===== src/rtl/cpu_irq_timer_pkg.sv =====
// cpu_irq_timer_pkg: register selects, control bit positions and sizing helper for cpu_irq_timer
package cpu_irq_timer_pkg;
  typedef enum logic [1:0] {
    REG_LATCH_LO = 2'd0,
    REG_LATCH_HI = 2'd1,
    REG_CTRL     = 2'd2,
    REG_ACK      = 2'd3
  } reg_sel_e;
  localparam int CTRL_EAA  = 0;
  localparam int CTRL_EN   = 1;
  localparam int CTRL_MODE = 2;
  function automatic int ch_w(int n);
    return n > 1 ? $clog2(n) : 1;
  endfunction
endpackage


===== src/rtl/cpu_irq_timer_if.sv =====
// cpu_irq_timer_if: mapper-decode write bus and irq outputs of cpu_irq_timer
// master: drives reg_we/reg_ch/reg_sel/reg_data, reads irq_pending/irq
// slave:  reads reg_we/reg_ch/reg_sel/reg_data, drives irq_pending/irq
interface cpu_irq_timer_if #(parameter int CHANNELS = 2);
  import cpu_irq_timer_pkg::*;
  localparam int CW = ch_w(CHANNELS);
  logic                reg_we;
  logic [CW-1:0]       reg_ch;
  logic [1:0]          reg_sel;
  logic [7:0]          reg_data;
  logic [CHANNELS-1:0] irq_pending;
  logic                irq;
  modport master(output reg_we, reg_ch, reg_sel, reg_data, input irq_pending, irq);
  modport slave(input reg_we, reg_ch, reg_sel, reg_data, output irq_pending, irq);
endinterface


===== src/rtl/cpu_irq_timer_channel.sv =====
// irq_timer_channel: one WIDTH-bit irq counter with latch, flags and optional scanline prescaler
// m2/reset: clock and async active-high reset; i_we: write strobe already decoded for this channel
// i_sel/i_data: register select and data; o_pending: overflow flag
// CPU_IRQ_TIMER_SCANLINE_EN defined adds the dot prescaler; undefined runs every channel in cycle mode
module irq_timer_channel
  import cpu_irq_timer_pkg::*;
#(
  parameter int WIDTH           = 8,
  parameter int PRESCALE_PERIOD = 341
) (
  input  logic       m2,
  input  logic       reset,
  input  logic       i_we,
  input  logic [1:0] i_sel,
  input  logic [7:0] i_data,
  output logic       o_pending
);
  logic [WIDTH-1:0] r_latch, r_counter;
  logic r_enable, r_eaa, r_mode, r_pending;
  logic w_tick;
`ifdef CPU_IRQ_TIMER_SCANLINE_EN
  localparam int PW = $clog2(PRESCALE_PERIOD + 1);
  logic [PW-1:0] r_pre;
  logic w_wrap;
  assign w_wrap = r_pre <= PW'(3);
  assign w_tick = r_enable & (r_mode | w_wrap);
  always_ff @(posedge m2 or posedge reset)
    if (reset) r_pre <= PW'(PRESCALE_PERIOD);
    else if (i_we) r_pre <= (i_sel == REG_CTRL && i_data[CTRL_EN]) ? PW'(PRESCALE_PERIOD) : r_pre;
    else if (r_enable && !r_mode) r_pre <= w_wrap ? r_pre + PW'(PRESCALE_PERIOD - 3) : r_pre - PW'(3);
`else
  // mode is stored for software but never selects the prescaler here
  assign w_tick = r_enable & (r_mode | 1'b1);
`endif
  always_ff @(posedge m2 or posedge reset)
    if (reset) begin
      r_latch   <= '0;
      r_counter <= '0;
      r_enable  <= 1'b0;
      r_eaa     <= 1'b0;
      r_mode    <= 1'b0;
      r_pending <= 1'b0;
    end else if (i_we) begin
      if (i_sel == REG_LATCH_LO) r_latch <= (r_latch & ~WIDTH'(8'hFF)) | WIDTH'(i_data);
      // truncating cast drops bits above WIDTH and leaves an 8-bit latch untouched
      if (i_sel == REG_LATCH_HI) r_latch <= WIDTH'({i_data, r_latch[7:0]});
      if (i_sel == REG_CTRL) begin
        r_eaa     <= i_data[CTRL_EAA];
        r_enable  <= i_data[CTRL_EN];
        r_mode    <= i_data[CTRL_MODE];
        r_pending <= 1'b0;
        if (i_data[CTRL_EN]) r_counter <= r_latch;
      end
      if (i_sel == REG_ACK) begin
        r_pending <= 1'b0;
        r_enable  <= r_eaa;
      end
    end else if (w_tick) begin
      r_counter <= &r_counter ? r_latch : r_counter + WIDTH'(1);
      if (&r_counter) r_pending <= 1'b1;
    end
  assign o_pending = r_pending;
endmodule


===== src/rtl/cpu_irq_timer.sv =====
// cpu_irq_timer: CHANNELS-way CPU-cycle irq timer with write decode and registered active-low irq
// m2/reset: clock and async active-high reset; bus: slave side of cpu_irq_timer_if
// CPU_IRQ_TIMER_SCANLINE_EN enables per-channel scanline prescaling
module cpu_irq_timer
  import cpu_irq_timer_pkg::*;
#(
  parameter int CHANNELS        = 2,
  parameter int WIDTH           = 8,
  parameter int PRESCALE_PERIOD = 341
) (
  input logic            m2,
  input logic            reset,
  cpu_irq_timer_if.slave bus
);
  localparam int CW = ch_w(CHANNELS);
  logic [CHANNELS-1:0] w_pending;
  logic r_irq;
  for (genvar c = 0; c < CHANNELS; c++) begin : g_ch
    irq_timer_channel #(.WIDTH(WIDTH), .PRESCALE_PERIOD(PRESCALE_PERIOD)) u_ch (
      .m2       (m2),
      .reset    (reset),
      .i_we     (bus.reg_we && bus.reg_ch == CW'(c)),
      .i_sel    (bus.reg_sel),
      .i_data   (bus.reg_data),
      .o_pending(w_pending[c])
    );
  end
  always_ff @(posedge m2 or posedge reset)
    if (reset) r_irq <= 1'b1;
    else r_irq <= ~|w_pending;
  assign bus.irq_pending = w_pending;
  assign bus.irq         = r_irq;
endmodule


===== src/flat_wrapper.sv =====
// flat-port wrapper written by rule: the top's interface ports become plain ports
module cpu_irq_timer_flat import cpu_irq_timer_pkg::*;
#(
  parameter int CHANNELS        = 2,
  parameter int WIDTH           = 8,
  parameter int PRESCALE_PERIOD = 341
)
  (m2, reset, bus_reg_we, bus_reg_ch, bus_reg_sel, bus_reg_data, bus_irq_pending, bus_irq);
  cpu_irq_timer_if #(.CHANNELS(CHANNELS)) bus_i ();
  input logic m2;
  input logic reset;
  input wire logic [$bits(bus_i.reg_we)-1:0] bus_reg_we;
  input wire logic [$bits(bus_i.reg_ch)-1:0] bus_reg_ch;
  input wire logic [$bits(bus_i.reg_sel)-1:0] bus_reg_sel;
  input wire logic [$bits(bus_i.reg_data)-1:0] bus_reg_data;
  output wire logic [$bits(bus_i.irq_pending)-1:0] bus_irq_pending;
  output wire logic [$bits(bus_i.irq)-1:0] bus_irq;
  assign bus_i.reg_we = bus_reg_we;
  assign bus_i.reg_ch = bus_reg_ch;
  assign bus_i.reg_sel = bus_reg_sel;
  assign bus_i.reg_data = bus_reg_data;
  assign bus_irq_pending = bus_i.irq_pending;
  assign bus_irq = bus_i.irq;
  cpu_irq_timer #(.CHANNELS(CHANNELS), .WIDTH(WIDTH), .PRESCALE_PERIOD(PRESCALE_PERIOD)) u_core (.m2(m2), .reset(reset), .bus(bus_i));
endmodule

===== config.mk =====
export PLATFORM = sky130hd
export DESIGN_NAME = cpu_irq_timer_flat
export DESIGN_NICKNAME = d
export VERILOG_FILES = /design/src/rtl/cpu_irq_timer_pkg.sv /design/src/rtl/cpu_irq_timer_if.sv /design/src/rtl/cpu_irq_timer_channel.sv /design/src/rtl/cpu_irq_timer.sv /design/src/flat_wrapper.sv
export SDC_FILE = /design/constraint.sdc
export NUM_CORES = 1
export LEC_CHECK = 0
export CORE_ASPECT_RATIO = 0.8
export CORE_MARGIN = 4
export CORE_UTILIZATION = 50
export DETAILED_ROUTE_END_ITERATION = 10
export PLACE_DENSITY = 0.76
export SETUP_SLACK_MARGIN = 0.1
export SYNTH_ARGS = -nofsm -noshare
export SYNTH_HDL_FRONTEND = slang
export SYNTH_SLANG_ARGS = --single-unit
export TNS_END_PERCENT = 30

===== constraint.sdc =====
create_clock -name m2 -period 1.6 [get_ports m2]
set_input_delay 0.32 -clock m2 [delete_from_list [all_inputs] [get_ports m2]]
set_output_delay 0.32 -clock m2 [all_outputs]
set_load 0.01 [all_outputs]

==> Flow_metrics.wiki, run 1 <==
{| class="wikitable"
! Metric !! Value
|-
| CP Capture Type || output port
|-
| Synthesized Nets || 206
|-
| Power density over the cells || 1361 nW/um^2
|-
| Met2 routing resource usage after global routing || 0.2823
|-
| Clock transition time at the flip-flop clock pins of the worst setup and hold paths || 80 ps
|-
| Portion of total power attributed to sequential cells || 0.462
|-
| Total of fill cells in the finished design || 292
|-
| Hold Violations, Final || 0
|-
| Maximum buffer depth of the clock tree || 2
|-
| Reported leakage power || 1.091 nW
|-
| Skew final || 9.271 ps
|-
| Diodes inserted || 0
|-
| Non-filler instance count after layout || 292
|-
| Drc violations || 0
|-
| Worst-path cell with the longest stage delay || clkdlybuf4s50_1
|-
| Wire length of the first global-routing pass || 7962 um
|-
| Post-synthesis sequential area ratio || 0.4783
|-
| Switching power of the nets || 1.203 mW
|-
| CTS tree || built
|-
| Worst path buffer plus inverter count || 1
|-
| Clock sink count || 39
|-
| Via density || 5.832
|-
| Cell Rows || 20
|-
| Share of power burned in combinational logic || 0.311
|-
| Hold-fix buffers at CTS || 0
|-
| Ratio of cells with drive above 1 in the final layout || 0.3122
|-
| Yosys Warn Count || 0
|-
| Worst path arrival time || 1230 ps
|-
| Cell taking the most area after synthesis || dfrtp_1
|-
| Overall Power || 3.585 mW
|-
| Cells along the critical path || clkdlybuf4s50_1
|-
| Later-pin clock latency in the skew report || 300 ps
|-
| Post-Syn Instances || 190
|-
| Main flop type after synthesis || dfrtp_1
|-
| Vias post-DR || 1703
|-
| Area delta synth->final || 28.90%
|-
| Number of buffers created by CTS || 5
|-
| Switching share of total power || 0.3356
|-
| Die Wd || 79.47 um
|-
| Fin crit period || 1553 ps
|-
| Max_cap viols || 0
|-
| Core area || 3879 um^2
|-
| Worst min-delay path category || input port to asynchronous set/reset pin
|-
| Fraction of synthesis flops using an asynchronous set or reset pin || 1.000
|-
| Number of distinct library cells after synthesis || 48
|-
| Total congestion overflow after global routing || 0
|-
| Final Wtd Congestion || 0.9538
|-
| Pins Over Slew Limit || 0
|-
| Number of global-route vias before repair || 1623
|-
| Detailed-route wire length || 4740 um
|-
| Least-Margin Pin Slew || 348.3 ps
|-
| Detailed-router iteration count before antenna repair || 5
|-
| Worst setup SP type || register
|-
| Share of Yosys cell area claimed by the top area cell type || 0.4654
|-
| Number of enable flip-flop cells after synthesis || 0
|-
| Most crowded layer after global routing || met1
|-
| Maximum number of pins on one net before global-route repair || 40
|-
| I/O Pins || 17
|-
| Initial DRC Count || 221
|-
| Cell family with most CP delay || buffers and inverters
|-
| Flop and latch count out of synthesis || 39
|-
| Most common library cells after synthesis || 38 x dfrtp_1, 18 x nand2_1, 18 x o21ai_0
|-
| Setup repair after global routing missed its margin || true
|-
| Worst-case headroom to the max-slew limit || 0.7662
|-
| Htree depth || 2
|-
| Part of the total power dissipated in the clock network || 0.226
|-
| Launch instance of the worst register-to-register path || u_core.g_ch[1].u_ch.r_counter[1]
|-
| Average cell area after synthesis || 10.75 um^2
|-
| Leading post-synthesis cells by cell area || dfrtp_1 47%, mux2_2 9.4%, o21ai_0 4.4%
|-
| Netlist Area Pre-Place || 2043 um^2
|-
| Count of buffers from port buffering || 16
|-
| Worst Setup SP || u_core.g_ch[0].u_ch.o_pending
|-
| Met3 usage || 0.06027
|-
| Instance count after placement with tap cells included || 279
|-
| Die area || 5179 um^2
|-
| Aggregate global-route resource usage || 0.2037
|-
| Status || finished clean
|-
| Accumulated negative setup slack || 0 ps
|-
| Setup CP Type || register to output port
|-
| Average wire length per cell after detail routing || 16.23 um
|-
| Setup violation total in the final timing report || 0
|-
| Setup slack on the worst flop-to-flop path || 80 ps
|-
| CP max FO || 3
|-
| Crit-path max cell delay || 550 ps
|-
| Cell-internal power || 2.382 mW
|-
| Number of nets with antenna violations after detailed routing || 0
|-
| Root Driver || clkbuf_8
|-
| Global routing met1 resource utilization || 0.2944
|-
| Most common cell in the synthesized netlist || dfrtp_1
|-
| Peak supply drop || 0.7192 mV
|-
| Initial core utilization || 0.5268
|-
| Share of the cycle needed by the critical path after routing || 0.9709
|-
| Required time reported for the critical path endpoint || 1280 ps
|-
| Initial antenna violation count || 0
|-
| Die outline height || 65.18 um
|-
| Timing-limited maximum frequency || 0.6437 GHz
|-
| Net count reported at finish || 252
|-
| HPWL after DPL || 3500 um
|}
placed cells by master, fill, tap and decap left out, types with 2 or more instances in the layout:
| cell | netlist | routed |
|---|---|---|
| o21ai_0 | 18 | 17 |
| a21oi_1 | 15 | 14 |
| a31oi_1 | 2 | 2 |
| nand4_1 | 4 | 4 |
| mux2_2 | 17 | 17 |
| dlygate4sd2_1 | 0 | 4 |
| mux2i_1 | 2 | 2 |
| inv_1 | 5 | 5 |
| o21ai_1 | 1 | 2 |
| nor4_1 | 2 | 2 |
| nand3b_1 | 2 | 2 |
| o311ai_0 | 4 | 4 |
| dfrtp_1 | 38 | 38 |
| clkbuf_8 | 0 | 5 |
| buf_4 | 7 | 26 |
| nand2_1 | 18 | 18 |
| o22a_1 | 2 | 2 |
| nor2_1 | 7 | 7 |
| nand3_1 | 9 | 8 |
| nand3_4 | 1 | 2 |
| nor3b_1 | 2 | 2 |
| dlymetal6s2s_1 | 0 | 2 |
| o2bb2ai_1 | 2 | 2 |
| nor3_1 | 2 | 2 |
| buf_12 | 0 | 3 |
| nor3_4 | 2 | 2 |
| clkdlybuf4s50_1 | 0 | 10 |
| a22oi_1 | 2 | 2 |
per-layer routing:
metal	vias up	wire length, um
li1	813	-
met1	804	2205
met2	80	2084
met3	6	394
met4	0	56
met5	-	0
final cells by class:
class / instances / area [um^2] / share of cell area
multi-input combinational: 140 / 1041 / 0.3952
clock buffer: 5 / 68.82 / 0.02613
clock inverter: 3 / 43.79 / 0.01663
tap: 55 / 68.82 / 0.02613
sequential: 39 / 977.2 / 0.3710
inverter: 5 / 18.77 / 0.007126
timing repair buffer: 45 / 415.4 / 0.1577
stage by stage:
stage / util / hold slack, ps / setup slack [ps] / cell area [um^2]
2_1_floorplan: - / 385.0 / 126.3 / 2056
3_3_place_gp: 0.6335 / 400.2 / -290.6 / 2457
3_5_place_dp: 0.6335 / 408.4 / -325.6 / 2457
4_1_cts: 0.6626 / 368.3 / 9.725 / 2570
5_1_grt: 0.6790 / 420.5 / 4.358 / 2634
6_report: 0.6790 / 368.5 / 46.56 / 2634
kinds of logic after synthesis:
group / synth area share
compound gates: 0.1751
mux: 0.1219
xor+xnor: 0.004287
flops: 0.4783
buf+inv: 0.03491
fa+ha+maj: 0.01225
simple gates: 0.1733
sequential cells by signal, indices dropped and copies added, names as in the netlist:
signal                      count
u_core.bus.irq                  1
u_core.g_ch.u_ch.r_latch       16
u_core.g_ch.u_ch.o_pending      2
u_core.g_ch.u_ch.r_counter     16
u_core.g_ch.u_ch.r_eaa          2
u_core.g_ch.u_ch.r_enable       2
final timing paths:
path,cells after the start,to
min reg2reg,1,u_core.bus.irq
min in group m2,1,u_core.bus.irq
max,1,bus_irq_pending[0]
min,3,u_core.g_ch[1].u_ch.r_counter[2]
max reg2reg,5,u_core.g_ch[1].u_ch.r_counter[5]
max in group asynchronous,3,u_core.bus.irq
what timing repair did:
action                                  4_1_cts  5_1_grt
hold endpoints to repair                      0        0
gates cloned                                  0        1
pin swaps                                     0        2
endpoints found under the setup margin       33       33
resized for setup                             5        8
buffers inserted                              0        4
power by group through the flow:
stage          sequential, mW  clock, mW  combinational, mW
2_1_floorplan            1.59          0              0.662
3_3_place_gp             1.64          0               1.00
3_5_place_dp             1.66          0               1.03
4_1_cts                  1.64      0.829               1.04
5_1_grt                  1.71      0.876               1.25
6_report                 1.66      0.812               1.12
Power figures use the tool's default switching activity.
==> run 2: changes to the inputs <==
--- a/config.mk
+++ b/config.mk
@@ -14,4 +14,4 @@
 export SYNTH_ARGS = -nofsm -noshare
 export SYNTH_HDL_FRONTEND = slang
 export SYNTH_SLANG_ARGS = --single-unit
-export TNS_END_PERCENT = 30
+export TNS_END_PERCENT = 1
==> run 2 against run 1 <==
Against the previous run: clock skew is essentially flat; clock power shrank 0.5%; combinational power down 5%; cell count shrank 0.68%; utilization fell by 1.0 points; routed wire length shrank 1.5%; count of clock-buffer cells in the layout unchanged; die area did not move; critical path type is now register to register; largest cell class unchanged.
==> Flow_metrics.wiki, run 2 (synthesis gave the netlist of run 1 again) <==
{| class="wikitable"
! Metric !! Value
|-
| Status || finished clean (unchanged)
|-
| Power density over the cells || 1362 nW/um^2 (was 1361 nW/um^2)
|-
| Die Wd || 79.47 um (unchanged)
|-
| Least-Margin Pin Slew || 332.1 ps (was 348.3 ps)
|-
| CP max FO || 5 (was 3)
|-
| Count of buffers from port buffering || 16 (unchanged)
|-
| Hold Slack || 371.5 ps (was 368.5 ps)
|-
| HPWL after DPL || 3500 um (unchanged)
|-
| I/O Pins || 17 (unchanged)
|-
| Initial DRC Count || 267 (was 221)
|-
| Core area || 3879 um^2 (unchanged)
|-
| Root Driver || clkbuf_8 (unchanged)
|-
| Setup repair after global routing missed its margin || true (unchanged)
|-
| Worst path arrival time || 1670 ps (was 1230 ps)
|-
| Total congestion overflow after global routing || 0 (unchanged)
|-
| Accumulated negative setup slack || 0 ps (unchanged)
|-
| Die outline height || 65.18 um (unchanged)
|-
| Drc violations || 0 (unchanged)
|-
| Required time reported for the critical path endpoint || 1780 ps (was 1280 ps)
|-
| Clock sink count || 39 (unchanged)
|-
| Later-pin clock latency in the skew report || 290 ps (was 300 ps)
|-
| Net count reported at finish || 250 (was 252)
|-
| Pins Over Slew Limit || 0 (unchanged)
|-
| Setup CP Type || register to register (was register to output port)
|-
| Number of nets with antenna violations after detailed routing || 0 (unchanged)
|-
| Crit-path max cell delay || 400 ps (was 550 ps)
|-
| CTS tree || built (unchanged)
|-
| Setup violation total in the final timing report || 0 (unchanged)
|-
| Reported leakage power || 1.065 nW (was 1.091 nW)
|-
| Max_cap viols || 0 (unchanged)
|-
| Timing-limited maximum frequency || 0.6737 GHz (was 0.6437 GHz)
|-
| Cell Rows || 20 (unchanged)
|-
| Ratio of cells with drive above 1 in the final layout || 0.3064 (was 0.3122)
|-
| Worst setup SP type || register (unchanged)
|-
| Detailed-router iteration count before antenna repair || 5 (unchanged)
|-
| Number of global-route vias before repair || 1622 (was 1623)
|-
| Maximum number of pins on one net before global-route repair || 40 (unchanged)
|-
| Maximum buffer depth of the clock tree || 2 (unchanged)
|-
| Vias post-DR || 1693 (was 1703)
|-
| Diodes inserted || 0 (unchanged)
|-
| Hold-fix buffers at CTS || 0 (unchanged)
|-
| Number of buffers created by CTS || 5 (unchanged)
|-
| Fin crit period || 1484 ps (was 1553 ps)
|-
| Initial core utilization || 0.5268 (unchanged)
|-
| Wire length of the first global-routing pass || 7962 um (unchanged)
|-
| Final cell utilization of the core || 0.6690 (was 0.6790)
|-
| Cells along the critical path || ha_4 > nand3_4 > o21a_4 > mux2_4 > o22a_1 (was clkdlybuf4s50_1)
|-
| Worst min-delay path category || input port to asynchronous set/reset pin (unchanged)
|-
| Clock transition time at the flip-flop clock pins of the worst setup and hold paths || 80 ps (about the same)
|-
| Hold Violations, Final || 0 (unchanged)
|-
| Final Wtd Congestion || 0.9538 (unchanged)
|-
| Htree depth || 2 (unchanged)
|-
| Largest registers || u_core.g_ch.u_ch.r_counter x16, u_core.g_ch.u_ch.r_latch x16 (unchanged)
|-
| Most used cells in the layout excluding fill and tap cells || 37 x dfrtp_1, 24 x buf_4, 18 x nand2_1, 17 x mux2_2, 16 x o21ai_0 (was 38 x dfrtp_1, 26 x buf_4, 18 x nand2_1, 17 x mux2_2, 17 x o21ai_0)
|-
| Aggregate global-route resource usage || 0.2037 (unchanged)
|-
| Area delta synth->final || 27.01% (was 28.90%)
|-
| Worst-path cell with the longest stage delay || dfrtp_1 (was clkdlybuf4s50_1)
|-
| Average wire length per cell after detail routing || 16.10 um (was 16.23 um)
|-
| CP Capture Type || register (was output port)
|-
| Skew final || 9.237 ps (was 9.271 ps)
|-
| Worst-case headroom to the max-slew limit || 0.7771 (was 0.7662)
|-
| Most common cell after layout, fill and taps aside || dfrtp_1 (unchanged)
|-
| Via density || 5.838 (was 5.832)
|-
| Peak supply drop || 0.7094 mV (was 0.7192 mV)
|-
| Total of fill cells in the finished design || 301 (was 292)
|-
| Die area || 5179 um^2 (unchanged)
|-
| Initial antenna violation count || 0 (unchanged)
|-
| Detailed-route wire length || 4670 um (was 4740 um)
|-
| Share of the cycle needed by the critical path after routing || 0.9277 (was 0.9709)
|}
[run 2: changes by cell type in the layout (fill, tap and decap cells not counted), moves of 2 or more]
cell / before / now
buf_4: 26 / 24
dlymetal6s2s_1: 2 / 0
clkdlybuf4s50_1: 10 / 8
dlygate4sd2_1: 4 / 8
[run 2: path summary, 6_finish.rpt]
kind	startpoint	cells past startpoint	slack [ps]	to
max in group asynchronous	reset	3	980	u_core.bus.irq
hold reg to reg	u_core.g_ch[1].u_ch.o_pending	1	410	u_core.bus.irq
setup reg to reg	u_core.g_ch[1].u_ch.r_counter[1]	5	120	u_core.g_ch[1].u_ch.r_counter[5]
hold / removal	reset	3	370	u_core.g_ch[1].u_ch.r_enable
setup / recovery	u_core.g_ch[1].u_ch.r_counter[1]	5	120	u_core.g_ch[1].u_ch.r_counter[5]
min in group m2	u_core.g_ch[1].u_ch.o_pending	1	410	u_core.bus.irq
[run 2: timing repair]
item / in CTS / in global routing
setup buffers: 0 / 2
hold endpoints to repair: 0 / 0
resized for setup: 11 / 5
endpoints found under the setup margin: 33 / 9
pin swaps: 3 / 2
gates cloned: 0 / 1
[run 2: metrics by stage]
stage	power (mW)	area, um^2	std cells	setup WS, ps
6_report	3.533	2595	290	115.8
3_3_place_gp	2.638	2457	279	-290.6
5_1_grt	3.768	2595	290	73.42
2_1_floorplan	2.250	2056	190	126.3
4_1_cts	3.501	2561	287	78.02
3_5_place_dp	2.692	2457	279	-325.6
[run 2: final cells by class]
type / instances / area (um^2) / area share
flip-flops and latches: 39 / 978.4 / 0.3770
repair buffers: 43 / 390.4 / 0.1504
clock buffers: 5 / 68.82 / 0.02652
multi-input cells: 140 / 1026 / 0.3954
well taps: 55 / 68.82 / 0.02652
inverters: 5 / 18.77 / 0.007232
clock inverters: 3 / 43.79 / 0.01688
[run 2: critical path: cells and delay by family, from the launching register on]
family / cells / cell delay [ps]
flip-flops: 1 / 400
multiplexers: 1 / 290
adder cells (fa/ha/maj): 1 / 170
AND/OR/NAND/NOR: 1 / 100
AO/OA/AOI/OAI: 2 / 410
[run 2: routing by layer]
layer	up-vias	track usage	wire length, um
li1	809	-	-
met1	796	0.2944	2201
met2	80	0.2823	1994
met3	8	0.06027	404
met4	0	0.08798	70
met5	-	0	0
[run 2: power by group]
part,total [mW],leakage [nW],internal [mW],switching (mW)
Clock,0.808,0.0581,0.464,0.345
Combinational,1.06,0.540,0.573,0.491
Sequential,1.66,0.467,1.31,0.348
==> run 3: changes to the inputs <==
--- a/config.mk
+++ b/config.mk
@@ -5,7 +5,8 @@
 export SDC_FILE = /design/constraint.sdc
 export NUM_CORES = 1
 export LEC_CHECK = 0
-export CORE_ASPECT_RATIO = 0.8
+export ABC_AREA = 1
+export CORE_ASPECT_RATIO = 0.9
 export CORE_MARGIN = 4
 export CORE_UTILIZATION = 50
 export DETAILED_ROUTE_END_ITERATION = 10
==> run 3 against run 2 <==
Against the previous run: flip-flop and latch count unchanged; cell area decreased by 1.3%; via count increased by 9.6%; critical path depth decreased by 4; critical endpoint is now bus_irq_pending[0]; clock power increased by 4.7%.
==> Flow_metrics.wiki, run 3 <==
{| class="wikitable"
! Metric !! Value
|-
| Status || finished clean (unchanged)
|-
| Instance count after placement with tap cells included || 354 (was 279)
|-
| Setup slack on the worst flop-to-flop path || 180 ps (was 120 ps)
|-
| Endpoint of the lowest-slack register-to-register path || u_core.g_ch[0].u_ch.r_counter[1] (was u_core.g_ch[1].u_ch.r_counter[5])
|-
| Worst-case headroom to the max-slew limit || 0.8074 (was 0.7771)
|-
| Detailed-route wire length || 4369 um (was 4670 um)
|-
| Area delta synth->final || 19.30% (was 27.01%)
|-
| Largest registers || u_core.g_ch.u_ch.r_counter x16, u_core.g_ch.u_ch.r_latch x16 (unchanged)
|-
| Via density || 5.110 (was 5.838)
|-
| Worst min-delay path category || input port to asynchronous set/reset pin (unchanged)
|-
| Aggregate global-route resource usage || 0.1749 (was 0.2037)
|-
| Yosys Warn Count || 0 (unchanged)
|-
| Cell Rows || 22 (was 20)
|-
| Cells along the critical path || clkdlybuf4s50_1 (was ha_4 > nand3_4 > o21a_4 > mux2_4 > o22a_1)
|-
| Most common cell after layout, fill and taps aside || nand2_1 (was dfrtp_1)
|-
| Reported leakage power || 1.327 nW (was 1.065 nW)
|-
| Wire length of the first global-routing pass || 7645 um (was 7962 um)
|-
| Hold-fix buffers at CTS || 0 (unchanged)
|-
| Flop and latch count out of synthesis || 39 (unchanged)
|-
| Required time reported for the critical path endpoint || 1280 ps (was 1780 ps)
|-
| Average wire length per cell after detail routing || 12.04 um (was 16.10 um)
|-
| Most common library cells after synthesis || 85 x nand2_1, 38 x dfrtp_1, 34 x inv_1 (was 38 x dfrtp_1, 18 x nand2_1, 18 x o21ai_0)
|-
| Worst path arrival time || 1200 ps (was 1670 ps)
|-
| Worst path buffer plus inverter count || 1 (was 0)
|-
| Worst-path cell with the longest stage delay || clkdlybuf4s50_1 (was dfrtp_1)
|-
| Clock sink count || 39 (unchanged)
|-
| Non-filler instance count after layout || 363 (was 290)
|-
| Die area || 5405 um^2 (was 5179 um^2)
|-
| Final Wtd Congestion || 0.8785 (was 0.9538)
|-
| Count of buffers from port buffering || 16 (unchanged)
|-
| Fin crit period || 1520 ps (was 1484 ps)
|-
| Skew final || 3.778 ps (was 9.237 ps)
|-
| Most used cells in the layout excluding fill and tap cells || 85 x nand2_1, 38 x dfrtp_1, 34 x inv_1, 27 x nand3_1, 20 x nor2_1 (was 37 x dfrtp_1, 24 x buf_4, 18 x nand2_1, 17 x mux2_2, 16 x o21ai_0)
|-
| Most common cell in the synthesized netlist || nand2_1 (was dfrtp_1)
|-
| Ratio of cells with drive above 1 in the final layout || 0.1429 (was 0.3064)
|-
| Post-synthesis sequential area ratio || 0.4554 (was 0.4783)
|-
| Total of fill cells in the finished design || 354 (was 301)
|-
| Total congestion overflow after global routing || 0 (unchanged)
|-
| Least-Margin Pin Slew || 287.8 ps (was 332.1 ps)
|-
| Setup repair after global routing missed its margin || true (unchanged)
|-
| Initial core utilization || 0.5232 (was 0.5268)
|-
| Simple logic cell fraction of the synthesized area || 0.3195 (was 0.1733)
|-
| CTS tree || built (unchanged)
|-
| Number of global-route vias before repair || 1814 (was 1622)
|-
| Worst Setup SP || u_core.g_ch[0].u_ch.o_pending (was u_core.g_ch[1].u_ch.r_counter[1])
|-
| Initial antenna violation count || 0 (unchanged)
|-
| Diodes inserted || 0 (unchanged)
|-
| CP max FO || 3 (was 5)
|-
| Maximum buffer depth of the clock tree || 2 (unchanged)
|-
| Share of the cycle needed by the critical path after routing || 0.9499 (was 0.9277)
|-
| Maximum number of pins on one net before global-route repair || 40 (unchanged)
|-
| Leading post-synthesis cells by cell area || dfrtp_1 44%, nand2_1 15%, nand3_1 6.3% (was dfrtp_1 47%, mux2_2 9.4%, o21ai_0 4.4%)
|-
| Number of distinct library cells after synthesis || 27 (was 48)
|-
| Fraction of synthesis flops using an asynchronous set or reset pin || 1.000 (unchanged)
|-
| Cell taking the most area after synthesis || dfrtp_1 (unchanged)
|-
| HPWL after DPL || 3318 um (was 3500 um)
|-
| Net count reported at finish || 330 (was 250)
|-
| Proportion of synthesized area in mux cells || 0 (was 0.1219)
|-
| Detailed-router iteration count before antenna repair || 6 (was 5)
|-
| Timing-limited maximum frequency || 0.6580 GHz (was 0.6737 GHz)
|-
| Pins Over Slew Limit || 0 (unchanged)
|-
| Dominant combinational cell family by area after synthesis || simple AND/OR/NAND/NOR gates (was compound AO/OA/AOI/OAI gates)
|-
| Synthesized Nets || 300 (was 206)
|-
| Initial DRC Count || 122 (was 267)
|-
| Setup CP Type || register to output port (was register to register)
|-
| Compound-gate portion of the synthesized area || 0.1044 (was 0.1751)
|-
| Worst Reg-to-Reg Cells || 8 (was 5)
|-
| Worst setup SP type || register (unchanged)
|-
| Number of nets with antenna violations after detailed routing || 0 (unchanged)
|-
| Netlist Area Pre-Place || 2146 um^2 (was 2043 um^2)
|-
| Share of synthesized cell area in full adder, half adder and majority cells || 0.01166 (was 0.01225)
|-
| CP Capture Type || output port (was register)
|-
| I/O Pins || 17 (unchanged)
|-
| Post-Syn Instances || 284 (was 190)
|-
| Main flop type after synthesis || dfrtp_1 (unchanged)
|-
| Share of Yosys cell area claimed by the top area cell type || 0.4431 (was 0.4654)
|-
| Clock transition time at the flip-flop clock pins of the worst setup and hold paths || 80 ps (about the same)
|-
| Vias post-DR || 1855 (was 1693)
|-
| Power density over the cells || 1358 nW/um^2 (was 1362 nW/um^2)
|-
| Core area || 4101 um^2 (was 3879 um^2)
|-
| Later-pin clock latency in the skew report || 290 ps (about the same)
|-
| Max_cap viols || 0 (unchanged)
|-
| Setup violation total in the final timing report || 0 (unchanged)
|-
| Root Driver || clkbuf_8 (unchanged)
|-
| Htree depth || 2 (unchanged)
|-
| Die Wd || 77.06 um (was 79.47 um)
|-
| Number of buffers created by CTS || 5 (unchanged)
|-
| Cell count along the critical path || 1 (was 5)
|-
| Hold Violations, Final || 0 (unchanged)
|-
| Cell family with most CP delay || buffers and inverters (was compound AO/OA/AOI/OAI gates)
|-
| Number of enable flip-flop cells after synthesis || 0 (unchanged)
|-
| Die outline height || 70.15 um (was 65.18 um)
|-
| Drc violations || 0 (unchanged)
|-
| Average cell area after synthesis || 7.556 um^2 (was 10.75 um^2)
|-
| Peak supply drop || 0.6263 mV (was 0.7094 mV)
|-
| Crit-path max cell delay || 540 ps (was 400 ps)
|-
| Launch instance of the worst register-to-register path || u_core.g_ch[0].u_ch.r_counter[0] (was u_core.g_ch[1].u_ch.r_counter[1])
|-
| Capture point of the critical path || bus_irq_pending[0] (was u_core.g_ch[1].u_ch.r_counter[5])
|-
| Parity-gate share of the synthesized area counting xor and xnor cells || 0.02041 (was 0.004287)
|-
| Overall Power || 3.476 mW (was 3.533 mW)
|}
==> run 3: cell families (layout without fill, tap and decap cells) <==
logic type / Yosys count / after routing
compound gates: 41 / 41
xor+xnor: 5 / 5
fa+ha+maj: 2 / 2
buf+inv: 46 / 77
flops: 39 / 39
simple gates: 151 / 151
==> run 3: repair_timing <==
| action | 4_1_cts | 5_1_grt |
|---|---|---|
| setup endpoints to repair | 3 | 16 |
| pin swaps | 0 | 0 |
| resized for setup | 1 | 3 |
| setup buffers | 0 | 1 |
==> run 3: layer usage <==
layer | global-route usage | share of wire | wire length, um
met1 | 0.2296 | 0.49 | 2139
met2 | 0.2795 | 0.44 | 1913
met3 | 0.04381 | 0.056 | 243
met4 | 0.06522 | 0.016 | 72
met5 | 0 | 0 | 0
==> run 3: worst min path at each step <==
stage | startpoint | depth (start not counted) | endpoint
2_1_floorplan | u_core.g_ch[1].u_ch.o_pending | 1 | u_core.bus.irq
5_1_grt | reset | 3 | u_core.g_ch[0].u_ch.r_counter[5]
3_3_place_gp | u_core.g_ch[0].u_ch.o_pending | 1 | u_core.bus.irq
4_1_cts | reset | 3 | u_core.g_ch[0].u_ch.r_counter[7]
6_report | reset | 3 | u_core.g_ch[0].u_ch.r_counter[7]
3_5_place_dp | u_core.g_ch[0].u_ch.o_pending | 1 | u_core.bus.irq
==> run 3: final cells by class <==
class | instances | area [um^2] | share of cell area
Tap cell | 48 | 60.06 | 0.02346
Multi-Input combinational cell | 199 | 985.9 | 0.3851
Timing Repair Buffer | 27 | 256.5 | 0.1002
Clock inverter | 2 | 35.03 | 0.01369
Clock buffer | 6 | 82.58 | 0.03226
Inverter | 42 | 162.7 | 0.06354
Sequential cell | 39 | 977.2 | 0.3817
==> run 3: per-stage QoR <==
stage                     setup WS (ps)  area [um^2]  TNS (ps)  utilization  hold WS, ps
after floorplan                   305.2         2146         0            -        385.2
after global placement           -58.18         2426    -483.8       0.5915        406.1
after detailed placement         -85.05         2426     -1012       0.5915        419.8
after CTS                         50.10         2542         0       0.6199        388.9
after global routing              40.02         2560         0       0.6242        402.9
final                             80.17         2560         0       0.6242        376.1
==> run 3: where the power goes <==
group	internal (mW)	leakage, nW	total, mW	switching, mW
Sequential	1.27	0.475	1.56	0.292
Clock	0.504	0.0612	0.846	0.342
Combinational	0.483	0.790	1.06	0.582
